**src/rtl/mul_share_arbiter.sv**
```systemverilog
// Round-robin front end sharing one pipelined 32x32 multiplier
// between two requesters, with product steering by tag pipe.
module mul_share_arbiter #(
  parameter int LATENCY = 4
) (
  input  logic        clk,
  input  logic        rst_n,
  input  logic        req0_valid,
  input  logic [31:0] req0_a,
  input  logic [31:0] req0_b,
  output logic        req0_ready,
  input  logic        req1_valid,
  input  logic [31:0] req1_a,
  input  logic [31:0] req1_b,
  output logic        req1_ready,
  output logic [31:0] mul_a,
  output logic [31:0] mul_b,
  input  logic [63:0] mul_s,
  output logic        resp0_valid,
  output logic        resp1_valid,
  output logic [63:0] resp_data,
  output logic        busy
);

  logic               last_q, last_d;
  logic               issue_vld_q, issue_vld_d;
  logic               issue_id_q, issue_id_d;
  logic [31:0]        mul_a_q, mul_a_d;
  logic [31:0]        mul_b_q, mul_b_d;
  logic [LATENCY-1:0] tag_vld_q, tag_vld_d;
  logic [LATENCY-1:0] tag_id_q, tag_id_d;
  logic               gnt0, gnt1;

  // grant: ties go to the requester that was not served last
  always_comb begin
    gnt0 = 1'b0;
    gnt1 = 1'b0;
    if (rst_n) begin
      if (req0_valid && req1_valid) begin
        gnt0 = last_q;
        gnt1 = !last_q;
      end else begin
        gnt0 = req0_valid;
        gnt1 = req1_valid;
      end
    end
  end

  // issue stage and ownership tag shift
  always_comb begin
    last_d      = last_q;
    issue_vld_d = gnt0 | gnt1;
    issue_id_d  = issue_id_q;
    mul_a_d     = mul_a_q;
    mul_b_d     = mul_b_q;
    if (gnt0) begin
      mul_a_d    = req0_a;
      mul_b_d    = req0_b;
      issue_id_d = 1'b0;
      last_d     = 1'b0;
    end else if (gnt1) begin
      mul_a_d    = req1_a;
      mul_b_d    = req1_b;
      issue_id_d = 1'b1;
      last_d     = 1'b1;
    end
    tag_vld_d    = tag_vld_q;
    tag_id_d     = tag_id_q;
    tag_vld_d[0] = issue_vld_q;
    tag_id_d[0]  = issue_id_q;
    for (int i = 1; i < LATENCY; i++) begin
      tag_vld_d[i] = tag_vld_q[i-1];
      tag_id_d[i]  = tag_id_q[i-1];
    end
  end

  // state registers; reset flushes every in-flight tag
  always_ff @(posedge clk) begin
    if (!rst_n) begin
      last_q      <= 1'b1;
      issue_vld_q <= 1'b0;
      issue_id_q  <= 1'b0;
      mul_a_q     <= '0;
      mul_b_q     <= '0;
      tag_vld_q   <= '0;
      tag_id_q    <= '0;
    end else begin
      last_q      <= last_d;
      issue_vld_q <= issue_vld_d;
      issue_id_q  <= issue_id_d;
      mul_a_q     <= mul_a_d;
      mul_b_q     <= mul_b_d;
      tag_vld_q   <= tag_vld_d;
      tag_id_q    <= tag_id_d;
    end
  end

  assign req0_ready  = gnt0;
  assign req1_ready  = gnt1;
  assign mul_a       = mul_a_q;
  assign mul_b       = mul_b_q;
  assign resp0_valid = tag_vld_q[LATENCY-1] & ~tag_id_q[LATENCY-1];
  assign resp1_valid = tag_vld_q[LATENCY-1] & tag_id_q[LATENCY-1];
  assign resp_data   = (resp0_valid | resp1_valid) ? mul_s : '0;
  assign busy        = issue_vld_q | (|tag_vld_q);

endmodule

```
**config.mk**
```make
export PLATFORM = sky130hd
export DESIGN_NAME = mul_share_arbiter
export DESIGN_NICKNAME = d
export VERILOG_FILES = /design/src/rtl/mul_share_arbiter.sv
export SDC_FILE = /design/constraint.sdc
export NUM_CORES = 1
export LEC_CHECK = 0
export BUFFER_PORTS_ARGS = -buffer_cell sky130_fd_sc_hd__buf_2
export CORE_AREA = 2 2 129 131
export DETAILED_ROUTE_END_ITERATION = 12
export DIE_AREA = 0 0 131 133
export PLACE_DENSITY = 0.61
export SLEW_MARGIN = 20
export SYNTH_ARGS = -nofsm -noshare
export SYNTH_HDL_FRONTEND = slang
export SYNTH_SLANG_ARGS = --single-unit
```
**constraint.sdc**
```tcl
create_clock -name clk -period 2.7 [get_ports clk]
set_clock_uncertainty 0.1 [all_clocks]
set_input_delay 0.135 -clock clk [delete_from_list [all_inputs] [get_ports clk]]
set_output_delay 0.135 -clock clk [all_outputs]
set_load 0.05 [all_outputs]
```
==> out/summary.txt, run 1 <==
RUN STATUS
------------------------------------------------------------------------------------
Status                                                                     completed

CLOCK TREE
------------------------------------------------------------------------------------
Post-CTS setup-driven buffer insertion count                                       0
CTS tree                                                                         yes
CTS clock-pin slew for the worst setup and hold paths                        0.06 ns
Clock network latency to the later pin of the worst-skew pair                0.33 ns
Clock sink total                                                                  75
Number of hold buffers added after CTS                                             0
Number of H-tree branching levels                                                  3
Clock buffers created by TritonCTS                                                 9
Buffers from clock root to sink, at most                                           2
Number of cells upsized or downsized after cts                                     0
Clock tree root driver cell                                                clkbuf_16

SETUP PATH
------------------------------------------------------------------------------------
Standard cell with the maximum stage delay on the critical path              dfxtp_2
Maximum cell stage delay along the critical path                             0.65 ns
Critical Path Fanout Max                                                          24
Count of buffering cells on the critical path with inverters included              1
Type of the setup path with the least slack                             register to output port
Kind of start point of the critical path                                    register
Category of the worst setup path capture point                           output port
CP cell instances                                                       nor2b_4, nor2_1, buf_2
Worst path arrival time                                                      1.66 ns
Required time at the endpoint of the critical path                           2.47 ns
Worst-case register-to-register setup slack                                  0.93 ns
Cell family contributing the most delay on the critical path              flip-flops

STA
------------------------------------------------------------------------------------
Highest Clock Rate                                                         0.529 GHz
Setup WS post-layout                                                        0.810 ns
Worst Tran Pin Value                                                        0.688 ns
Setup repair after global routing missed its margin                            false
Worst-case hold slack                                                      0.0305 ns
Final Critical Period                                                        1.89 ns
Setup-failing EPs final                                                            0
Fraction of the cycle the final worst path needs                               70.0%
Headroom to the max-slew limit                                                 54.1%
Count of final hold-check violations                                               0
Total count of max-transition violations in the final report                       0
Setup TNS Final                                                                 0 ns

SYNTH
------------------------------------------------------------------------------------
Netlist cell types                                                                21
Number of synthesized register bits                                               75
Most used flip-flop cell after synthesis                                     dfxtp_1
Sequential element share of the synthesized area                               34.9%
Proportion of netlist area held by the largest area contributor                34.9%
Cell types with the largest area share after synthesis                  dfxtp_1 35%, o21ai_0 13%, and2_1 11%
Average cell area after synthesis                                          7.94 um^2
Cell type with the largest total area after synthesis                        dfxtp_1
Most instantiated library cell after synthesis                               o21ai_0
Count of yosys warnings during synthesis                                           0
EDFF count, synth                                                                  0
Synth Net Count                                                                  737
Most frequent cells after synthesis                                     113 x o21ai_0, 75 x dfxtp_1, 73 x and2_1
Async set-reset flop share out of synthesis                                       0%
Cell count after synthesis                                                       541
Post-synthesis instance area                                            0.00430 mm^2

DIE
------------------------------------------------------------------------------------
Die width                                                                     131 um
Height of the die                                                             133 um
Core Area                                                                0.0162 mm^2
I/O pin count                                                                    329
Area enclosed by the die boundary                                        0.0174 mm^2
Initial cell density of the core                                               26.6%
Number of rows created at floorplan                                               47

GRT
------------------------------------------------------------------------------------
Total overflow reported by the global router                                       0
Total routing usage reported by global routing                                 18.6%
Via count of the first global-routing pass                                      4846
Initial antenna violation count                                                    0
First-pass GRT wire length                                                  25000 um
Maximum number of pins on one net before global-route repair                      76

DETAILED ROUTING
------------------------------------------------------------------------------------
Final antenna-violating net count                                                  0
Overall via count from detail_route                                             5072
Number of detailed-routing iterations run before antenna repair                    4
Via density                                                                     4.78
Final wirelength                                                            17300 um
Routed length per instance                                                   16.3 um
Initial detailed-routing violation count                                         232
DRC violation count after routing                                                  0

LAYOUT
------------------------------------------------------------------------------------
Net count reported at finish                                                    1031
Count of placed standard cells in the final layout, fillers left out            1060
Sequential cell area                                                    0.00150 mm^2
Antenna diodes                                                                     0
Cell area after layout                                                  0.00642 mm^2
Area delta synth->final                                                        49.4%
Area occupied by multi-input gates                                      0.00252 mm^2
Fraction of layout instances using a drive strength above 1                    46.3%
Number of inserted filler cells in the final layout                             1700

PLACE
------------------------------------------------------------------------------------
Placed Area                                                             0.00606 mm^2
Final estimated routing congestion in global placement                         0.830
Final HPWL from detailed placement                                          12400 um
Total placed cells including tap cells                                          1044
Number of buffer cells added on primary ports                                    328
Pre-CTS setup slack                                                         0.917 ns

POWER
------------------------------------------------------------------------------------
Leakage                                                                      3.09 nW
Max IR drop VDD                                                             0.337 mV
Power density over the cells                                             568 mW/mm^2

WORST HOLD PATH
------------------------------------------------------------------------------------
Class of the worst hold path                                            primary input to register

JOB
------------------------------------------------------------------------------------
Max-cap viol count                                                                 0

==> stage by stage <==
step / power [mW] / utilization [%]
2_1_floorplan: 1.91 / -
3_3_place_gp: 2.22 / 37.5
3_5_place_dp: 2.22 / 37.5
4_1_cts: 3.71 / 39.7
5_1_grt: 3.83 / 39.7
6_report: 3.65 / 39.7
==> state kept, by name, indices dropped and copies added, names as in the netlist <==
name         count
tag_id_q         4
tag_vld_q        4
issue_vld_q      1
mul_b           32
issue_id_q       1
mul_a           32
last_q           1
==> path summary, 6_finish.rpt <==
check,startpoint,to,cells past startpoint
worst max-delay path,last_q$_SDFFE_PN1P_,req0_ready,3
worst min-delay path,req0_b[20],mul_b[20]$_SDFFE_PN0P_,3
worst max register to register,last_q$_SDFFE_PN1P_,mul_a[18]$_SDFFE_PN0P_,4
worst min register to register,tag_id_q[0]$_SDFF_PN0_,tag_id_q[1]$_SDFF_PN0_,1
==> where the power goes <==
| part | leakage [nW] | internal (mW) | switching, mW |
|---|---|---|---|
| Clock | 0.179 | 0.977 | 0.477 |
| Sequential | 0.626 | 1.20 | 0.0528 |
| Combinational | 2.29 | 0.297 | 0.645 |
| Total | 3.09 | 2.48 | 1.17 |
==> logic make-up after synthesis <==
group / Yosys count / synth area share (%)
AO/OA/AOI/OAI: 195 / 29.8
buffers and inverters: 58 / 6.49
flip-flops: 75 / 34.9
AND/OR/NAND/NOR: 213 / 28.8
==> layout by cell type (no fill, tap or decap), types with 2 or more instances in the layout <==
cell type | netlist | routed
a211oi_1 | 36 | 36
a211oi_2 | 28 | 28
a21oi_1 | 2 | 2
and2_1 | 73 | 73
buf_12 | 0 | 2
buf_2 | 15 | 327
buf_4 | 3 | 11
bufinv_16 | 0 | 3
clkbuf_16 | 0 | 9
clkbuf_8 | 0 | 3
dfxtp_1 | 75 | 74
nand2_1 | 4 | 3
nand2b_1 | 64 | 64
nor2_1 | 4 | 4
nor3_1 | 65 | 65
o21ai_0 | 113 | 113
o21ai_1 | 15 | 15
==> final cells by class <==
class | count | area share [%]
Multi-Input combinational cell | 408 | 39.2
Timing Repair Buffer | 340 | 27.4
Sequential cell | 75 | 23.4
Tap cell | 220 | 4.29
Clock buffer | 12 | 4.15
Clock inverter | 4 | 1.48
Inverter | 1 | 0.0584
==> layer usage <==
layer,share of wire [%],vias up,global-route usage [%]
li1,-,2498,-
met1,39,2333,20.5
met2,50,217,33.9
met3,7.9,24,4.21
met4,2.4,0,7.33
met5,0,-,0
==> tightest hold or removal path, cell delays in order <==
cell and delay (ns):
buf_2 0.08, nor3_1 0.04, a211oi_2 0.17
(Power assumes the default switching activity.)
==> inputs of run 2 (changes only) <==
Settings changed: CORE_AREA 2 2 129 131 to 2 2 128 130, DIE_AREA 0 0 131 133 to 0 0 130 132, PLACE_DENSITY 0.61 to 0.64.
Clock period 2.7 ns to 1.7 ns, I/O delays scaled along.
==> out/summary.txt, run 2 (synthesized netlist as in run 1, its figures left out) <==
CLOCK TREE
------------------------------------------------------------------------------
Clock buffers created by TritonCTS                                           9   unchanged
Post-CTS setup-driven buffer insertion count                                 0   unchanged
CTS tree                                                                   yes   unchanged
CTS clock-pin slew for the worst setup and hold paths                  0.07 ns   was 0.06 ns
Clock sink total                                                            75   unchanged
Number of H-tree branching levels                                            3   unchanged
Clock network latency to the later pin of the worst-skew pair          0.34 ns   was 0.33 ns
Buffers from clock root to sink, at most                                     2   unchanged
Clock tree root driver cell                                          clkbuf_16   unchanged

LAYOUT
------------------------------------------------------------------------------
Sequential cell area                                              0.00150 mm^2   about the same
Number of inserted filler cells in the final layout                       1593   was 1700
Area delta synth->final                                                  62.4%   was 49.4%
Top library cells by usage in the layout, fill and taps aside     326 x buf_2, 113 x o21ai_0, 73 x and2_1, 73 x dfxtp_1, 65 x nor3_1   was 327 x buf_2, 113 x o21ai_0, 74 x dfxtp_1
Most common library cell in the layout ignoring fill and taps            buf_2   unchanged
Fraction of layout instances using a drive strength above 1              44.0%   was 46.3%
Area occupied by multi-input gates                                0.00252 mm^2   about the same
Net count reported at finish                                              1088   was 1031

DETAILED ROUTING
------------------------------------------------------------------------------
DRC violation count after routing                                            0   unchanged
Routed length per instance                                             16.6 um   was 16.3 um
Via density                                                               4.79   was 4.78
Final antenna-violating net count                                            0   unchanged
Number of detailed-routing iterations run before antenna repair              4   unchanged
Initial detailed-routing violation count                                   245   was 232
Overall via count from detail_route                                       5338   was 5072
Final wirelength                                                      18500 um   was 17300 um

POWER
------------------------------------------------------------------------------
Internal power                                                         3.65 mW   was 2.48 mW
Power density over the cells                                       802 mW/mm^2   was 568 mW/mm^2
Clock share of power                                                     35.1%   was 39.8%
Comb pwr share                                                           29.5%   was 25.8%
Total Power Consumption                                                5.60 mW   was 3.65 mW
Sw frac                                                                  34.7%   was 32.2%
Share of total power in sequential cells                                 35.4%   was 34.3%
Max IR drop VDD                                                       0.491 mV   was 0.337 mV
Leakage                                                                3.32 nW   was 3.09 nW
Switching power total                                                  1.94 mW   was 1.17 mW

STA
------------------------------------------------------------------------------
Setup TNS Final                                                           0 ns   unchanged
Total count of max-transition violations in the final report                 0   unchanged
Setup-failing EPs final                                                      0   unchanged
Setup repair after global routing missed its margin                      false   unchanged
Highest Clock Rate                                                   0.611 GHz
Headroom to the max-slew limit                                           72.0%   was 54.1%
Count of final hold-check violations                                         0   unchanged
Final Critical Period                                                  1.64 ns
Worst Tran Pin Value                                                  0.420 ns   was 0.688 ns
Fraction of the cycle the final worst path needs                         96.3%

JOB
------------------------------------------------------------------------------
Max-cap viol count                                                           0   unchanged

DIE
------------------------------------------------------------------------------
Number of rows created at floorplan                                         46   was 47
I/O pin count                                                              329   unchanged
Die width                                                               130 um   was 131 um
Initial cell density of the core                                         27.4%   was 26.6%
Height of the die                                                       132 um   was 133 um
Area enclosed by the die boundary                                  0.0172 mm^2   was 0.0174 mm^2
Core Area                                                          0.0157 mm^2   was 0.0162 mm^2

SETUP PATH
------------------------------------------------------------------------------
Standard cell with the maximum stage delay on the critical path   dlygate4sd3_1   was dfxtp_2
Worst path arrival time                                                1.45 ns   was 1.66 ns
CP cell instances                                                 dlygate4sd3_1, buf_2, nand2_2, buf_4, nor2_2, clkbuf_4   was nor2b_4, nor2_1, buf_2
Critical Path Fanout Max                                                    18   was 24
Category of the worst setup path capture point                     output port   unchanged
Required time at the endpoint of the critical path                     1.51 ns   was 2.47 ns
Kind of start point of the critical path                          primary input   was register
Type of the setup path with the least slack                       primary input to output port   was register to output port
Maximum cell stage delay along the critical path                       0.52 ns   was 0.65 ns

WORST HOLD PATH
------------------------------------------------------------------------------
Class of the worst hold path                                      primary input to register   unchanged

GRT
------------------------------------------------------------------------------
Maximum number of pins on one net before global-route repair                48   was 76
First-pass GRT wire length                                            27000 um   was 25000 um
Total routing usage reported by global routing                           20.2%   was 18.6%
Total overflow reported by the global router                                 0   unchanged
Initial antenna violation count                                              1   was 0
Via count of the first global-routing pass                                4964   was 4846

PLACE
------------------------------------------------------------------------------
Final HPWL from detailed placement                                    13500 um   was 12400 um
Final estimated routing congestion in global placement                   0.877   was 0.830
Number of buffer cells added on primary ports                              328   unchanged

RUN STATUS
------------------------------------------------------------------------------
Status                                                               completed   unchanged

==> run 2: final timing paths <==
| kind | startpoint | to | slack [ns] | cells after the start |
|---|---|---|---|---|
| max reg2reg | last_q$_SDFFE_PN1P_ | issue_vld_q$_SDFF_PN0_ | 0.39 | 4 |
| max | rst_n | req0_ready | 0.06 | 6 |
| min reg2reg | tag_id_q[0]$_SDFF_PN0_ | tag_id_q[1]$_SDFF_PN0_ | 0.33 | 1 |
| min | req0_a[14] | mul_a[14]$_SDFFE_PN0P_ | 0.004 | 3 |
==> run 2: per-stage QoR <==
| step | hold WS [ns] | worst slack (ns) | cells | cell area, um^2 | util, % |
|---|---|---|---|---|---|
| 3_3_place_gp | 0.316 | 0.411 | 1045 | 6160 | 39.2 |
| 2_1_floorplan | 0.195 | 0.0479 | 541 | 4300 | - |
| 4_1_cts | 0.000532 | 0.0309 | 1113 | 6980 | 44.4 |
| 6_report | 0.00356 | 0.0632 | 1114 | 6980 | 44.4 |
| 3_5_place_dp | 0.319 | 0.408 | 1045 | 6160 | 39.2 |
| 5_1_grt | 0.0124 | 0.0112 | 1114 | 6980 | 44.4 |
==> run 2: worst max-delay path, delay by kind of cell <==
| kind | cells | cell delay, ns |
|---|---|---|
| simple gates | 2 | 0.20 |
| buf+inv | 4 | 1.16 |
==> run 2: timing repair <==
action | in CTS | in global routing
gates resized for setup | 0 | 1
setup endpoints to repair | 0 | 1
hold buffers | 52 | 0
endpoints found under the hold margin | 50 | 0
==> run 2: power by group through the flow <==
stage	Combinational, mW	Sequential (mW)	Clock (mW)
finish	1.65	1.98	1.97
floorplan	0.558	2.48	0
CTS	1.66	1.98	2.01
global placement	1.55	2.02	0
global route	1.76	2.00	2.09
detailed placement	1.56	2.01	0
==> run 2: layout make-up <==
cell class                 instances  share of cell area (%)
inverter                           1                  0.0538
antenna                            1                  0.0358
clock inverter                     5                   0.753
tap                              216                    3.87
timing repair buffer             397                    34.1
sequential                        75                    21.5
clock buffer                      11                    3.48
multi-input combinational        408                    36.1
==> run 2: per-layer routing <==
metal / share of wire, % / track usage (%) / wire length (um) / up-vias
li1: - / - / - / 2613
met1: 43 / 24.6 / 7890 / 2480
met2: 49 / 35.3 / 9020 / 224
met3: 7.1 / 5.03 / 1310 / 21
met4: 1.7 / 5.38 / 315 / 0
met5: 0 / 0 / 0 / -
==> inputs of run 3 (changes only) <==
Settings changed: CORE_AREA 2 2 128 130 to 2 2 129 131, DIE_AREA 0 0 130 132 to 0 0 131 133, PLACE_DENSITY 0.64 to 0.61.
Clock period 1.7 ns to 1.75 ns, I/O delays scaled along.
==> out/summary.txt, run 3 (synthesized netlist as in run 1, its figures left out) <==
RUN STATUS
------------------------------------------------------------------------------------
Status                                                                     completed   unchanged

STA
------------------------------------------------------------------------------------
Setup WS post-layout                                                        0.178 ns   was 0.0632 ns
Fraction of the cycle the final worst path needs                               89.8%
Highest Clock Rate                                                         0.636 GHz
Total count of max-transition violations in the final report                       0   unchanged
Final Critical Period                                                        1.57 ns
Setup-failing EPs final                                                            0   unchanged
Setup TNS Final                                                                 0 ns   unchanged
Headroom to the max-slew limit                                                 71.0%   was 72.0%
Worst Tran Pin Value                                                        0.436 ns   was 0.420 ns
Setup repair after global routing missed its margin                            false   unchanged
Worst-case hold slack                                                     0.00743 ns   was 0.00356 ns
Count of final hold-check violations                                               0   unchanged

SETUP PATH
------------------------------------------------------------------------------------
Worst-case register-to-register setup slack                                  0.38 ns   was 0.39 ns
Type of the setup path with the least slack                             register to output port   was primary input to output port
Worst path arrival time                                                      1.38 ns   was 1.45 ns
Cell family contributing the most delay on the critical path            buffers and inverters   unchanged
Category of the worst setup path capture point                           output port   unchanged
Maximum cell stage delay along the critical path                             0.35 ns   was 0.52 ns
Standard cell with the maximum stage delay on the critical path              dfxtp_1   was dlygate4sd3_1
End of the worst register-to-register path                              mul_b[3]$_SDFFE_PN0P_   was issue_vld_q$_SDFF_PN0_
Path depth of the worst reg2reg path                                               4   unchanged
Required time at the endpoint of the critical path                           1.56 ns   was 1.51 ns
Critical Path Sink                                                      resp_data[63]   was req0_ready
Kind of start point of the critical path                                    register   was primary input
Worst Setup SP                                                          tag_vld_q[3]$_SDFF_PN0_   was rst_n
Count of buffering cells on the critical path with inverters included              2   was 4
CP cell instances                                                       buf_6, and2_1, buf_2   was dlygate4sd3_1, buf_2, nand2_2, buf_4, nor2_2, clkbuf_4
Critical path depth in cells                                                       3   was 6
Critical Path Fanout Max                                                          46   was 18
Reg-to-reg startpoint                                                   last_q$_SDFFE_PN1P_   unchanged

PLACE
------------------------------------------------------------------------------------
Final HPWL from detailed placement                                          12600 um   was 13500 um
Total placed cells including tap cells                                          1049   was 1045
Number of buffer cells added on primary ports                                    328   unchanged
Pre-CTS setup slack                                                         0.376 ns   was 0.408 ns
Final estimated routing congestion in global placement                         0.833   was 0.877

CLOCK TREE
------------------------------------------------------------------------------------
Clock buffers created by TritonCTS                                                 9   unchanged
Clock tree root driver cell                                                clkbuf_16   unchanged
CTS clock-pin slew for the worst setup and hold paths                        0.06 ns   was 0.07 ns
Clock sink total                                                                  75   unchanged
CTS tree                                                                         yes   unchanged
Number of H-tree branching levels                                                  3   unchanged
Buffers from clock root to sink, at most                                           2   unchanged
Clock network latency to the later pin of the worst-skew pair                0.33 ns   was 0.34 ns

LAYOUT
------------------------------------------------------------------------------------
Fraction of layout instances using a drive strength above 1                    44.6%   was 44.0%
Count of placed standard cells in the final layout, fillers left out            1101   was 1114
Number of inserted filler cells in the final layout                             1642   was 1593
Antenna diodes                                                                     0   was 1
Post-route core utilization                                                    43.2%   was 44.4%
Net count reported at finish                                                    1072   was 1088
Most common library cell in the layout ignoring fill and taps                  buf_2   unchanged
Area delta synth->final                                                        62.4%   about the same
Top library cells by usage in the layout, fill and taps aside           316 x buf_2, 113 x o21ai_0, 74 x dfxtp_1   was 326 x buf_2, 113 x o21ai_0, 73 x and2_1, 73 x dfxtp_1, 65 x nor3_1

GRT
------------------------------------------------------------------------------------
Total overflow reported by the global router                                       0   unchanged
Initial antenna violation count                                                    0   was 1
Total routing usage reported by global routing                                 19.1%   was 20.2%
Maximum number of pins on one net before global-route repair                      47   was 48
First-pass GRT wire length                                                  25700 um   was 27000 um
Via count of the first global-routing pass                                      4908   was 4964

DETAILED ROUTING
------------------------------------------------------------------------------------
Initial detailed-routing violation count                                         272   was 245
Routed length per instance                                                   16.2 um   was 16.6 um
Final wirelength                                                            17800 um   was 18500 um
DRC violation count after routing                                                  0   unchanged
Via density                                                                     4.79   about the same
Final antenna-violating net count                                                  0   unchanged
Overall via count from detail_route                                             5271   was 5338
Number of detailed-routing iterations run before antenna repair                    4   unchanged

DIE
------------------------------------------------------------------------------------
Initial cell density of the core                                               26.6%   was 27.4%
Die width                                                                     131 um   was 130 um
Height of the die                                                             133 um   was 132 um
Number of rows created at floorplan                                               47   was 46
Core Area                                                                0.0162 mm^2   was 0.0157 mm^2
Area enclosed by the die boundary                                        0.0174 mm^2   was 0.0172 mm^2
I/O pin count                                                                    329   unchanged

POWER
------------------------------------------------------------------------------------
Power density over the cells                                             796 mW/mm^2   was 802 mW/mm^2
Max IR drop VDD                                                             0.455 mV   was 0.491 mV
Leakage                                                                      3.28 nW   was 3.32 nW

WORST HOLD PATH
------------------------------------------------------------------------------------
Class of the worst hold path                                            primary input to register   unchanged

JOB
------------------------------------------------------------------------------------
Max-cap viol count                                                                 0   unchanged

==> run 3: cell types whose count changed in the layout (fill, tap and decap cells not counted), sizes merged <==
| cell | before | now |
|---|---|---|
| bufinv | 1 | 2 |
| buf | 344 | 345 |
| clkinv | 3 | 1 |
| diode | 1 | 0 |
| dlygate4sd3 | 52 | 36 |
==> run 3: worst min path at each step <==
stage	from	end	slack (ns)	cells past startpoint
after floorplan	req0_valid	issue_id_q$_SDFFE_PP0P_	0.20	2
after global placement	rst_n	last_q$_SDFFE_PN1P_	0.26	2
after detailed placement	rst_n	last_q$_SDFFE_PN1P_	0.26	2
after CTS	req0_a[26]	mul_a[26]$_SDFFE_PN0P_	0.0007	3
after global routing	req0_a[9]	mul_a[9]$_SDFFE_PN0P_	0.008	3
final	req0_a[15]	mul_a[15]$_SDFFE_PN0P_	0.007	3
==> run 3: area by class of cell <==
| class | count | area, um^2 | share of cell area, % |
|---|---|---|---|
| clock inverter | 4 | 72.6 | 1.04 |
| tap | 220 | 275 | 3.94 |
| timing repair buffer | 381 | 2350 | 33.7 |
| multi-input combinational | 408 | 2520 | 36.1 |
| inverter | 1 | 3.75 | 0.0538 |
| sequential | 75 | 1500 | 21.5 |
| clock buffer | 12 | 256 | 3.67 |
==> run 3: metrics by stage <==
step,instance area [um^2],power [mW]
6_report,6980,5.55
5_1_grt,6980,5.82
4_1_cts,6980,5.62
3_5_place_dp,6290,3.46
3_3_place_gp,6290,3.45
2_1_floorplan,4300,2.95
==> run 3: power by group <==
part / switching (mW) / internal [mW] / total, mW
registers: 0.0708 / 1.85 / 1.92
logic: 1.02 / 0.534 / 1.56
clock network: 0.747 / 1.33 / 2.07
==> run 3: repair_timing <==
action                     CTS  global route
resized for setup            0             1
setup buffers                0             0
hold buffers                36             0
setup endpoints to repair    0             2
hold endpoints to repair    39             0
==> run 3: tightest hold or removal path: stages <==
cell	delay (ns)
buf_2	0.08
nor3_1	0.04
a211oi_1	0.18
==> run 3: routing by layer <==
layer  global-route usage (%)  wire length (um)  vias to the layer above
met5                        0                 0                        -
met4                     5.61               293                        0
met3                     5.26              1560                       18
met2                     34.0              8890                      241
met1                     22.0              7100                     2426
li1                         -                 -                     2586
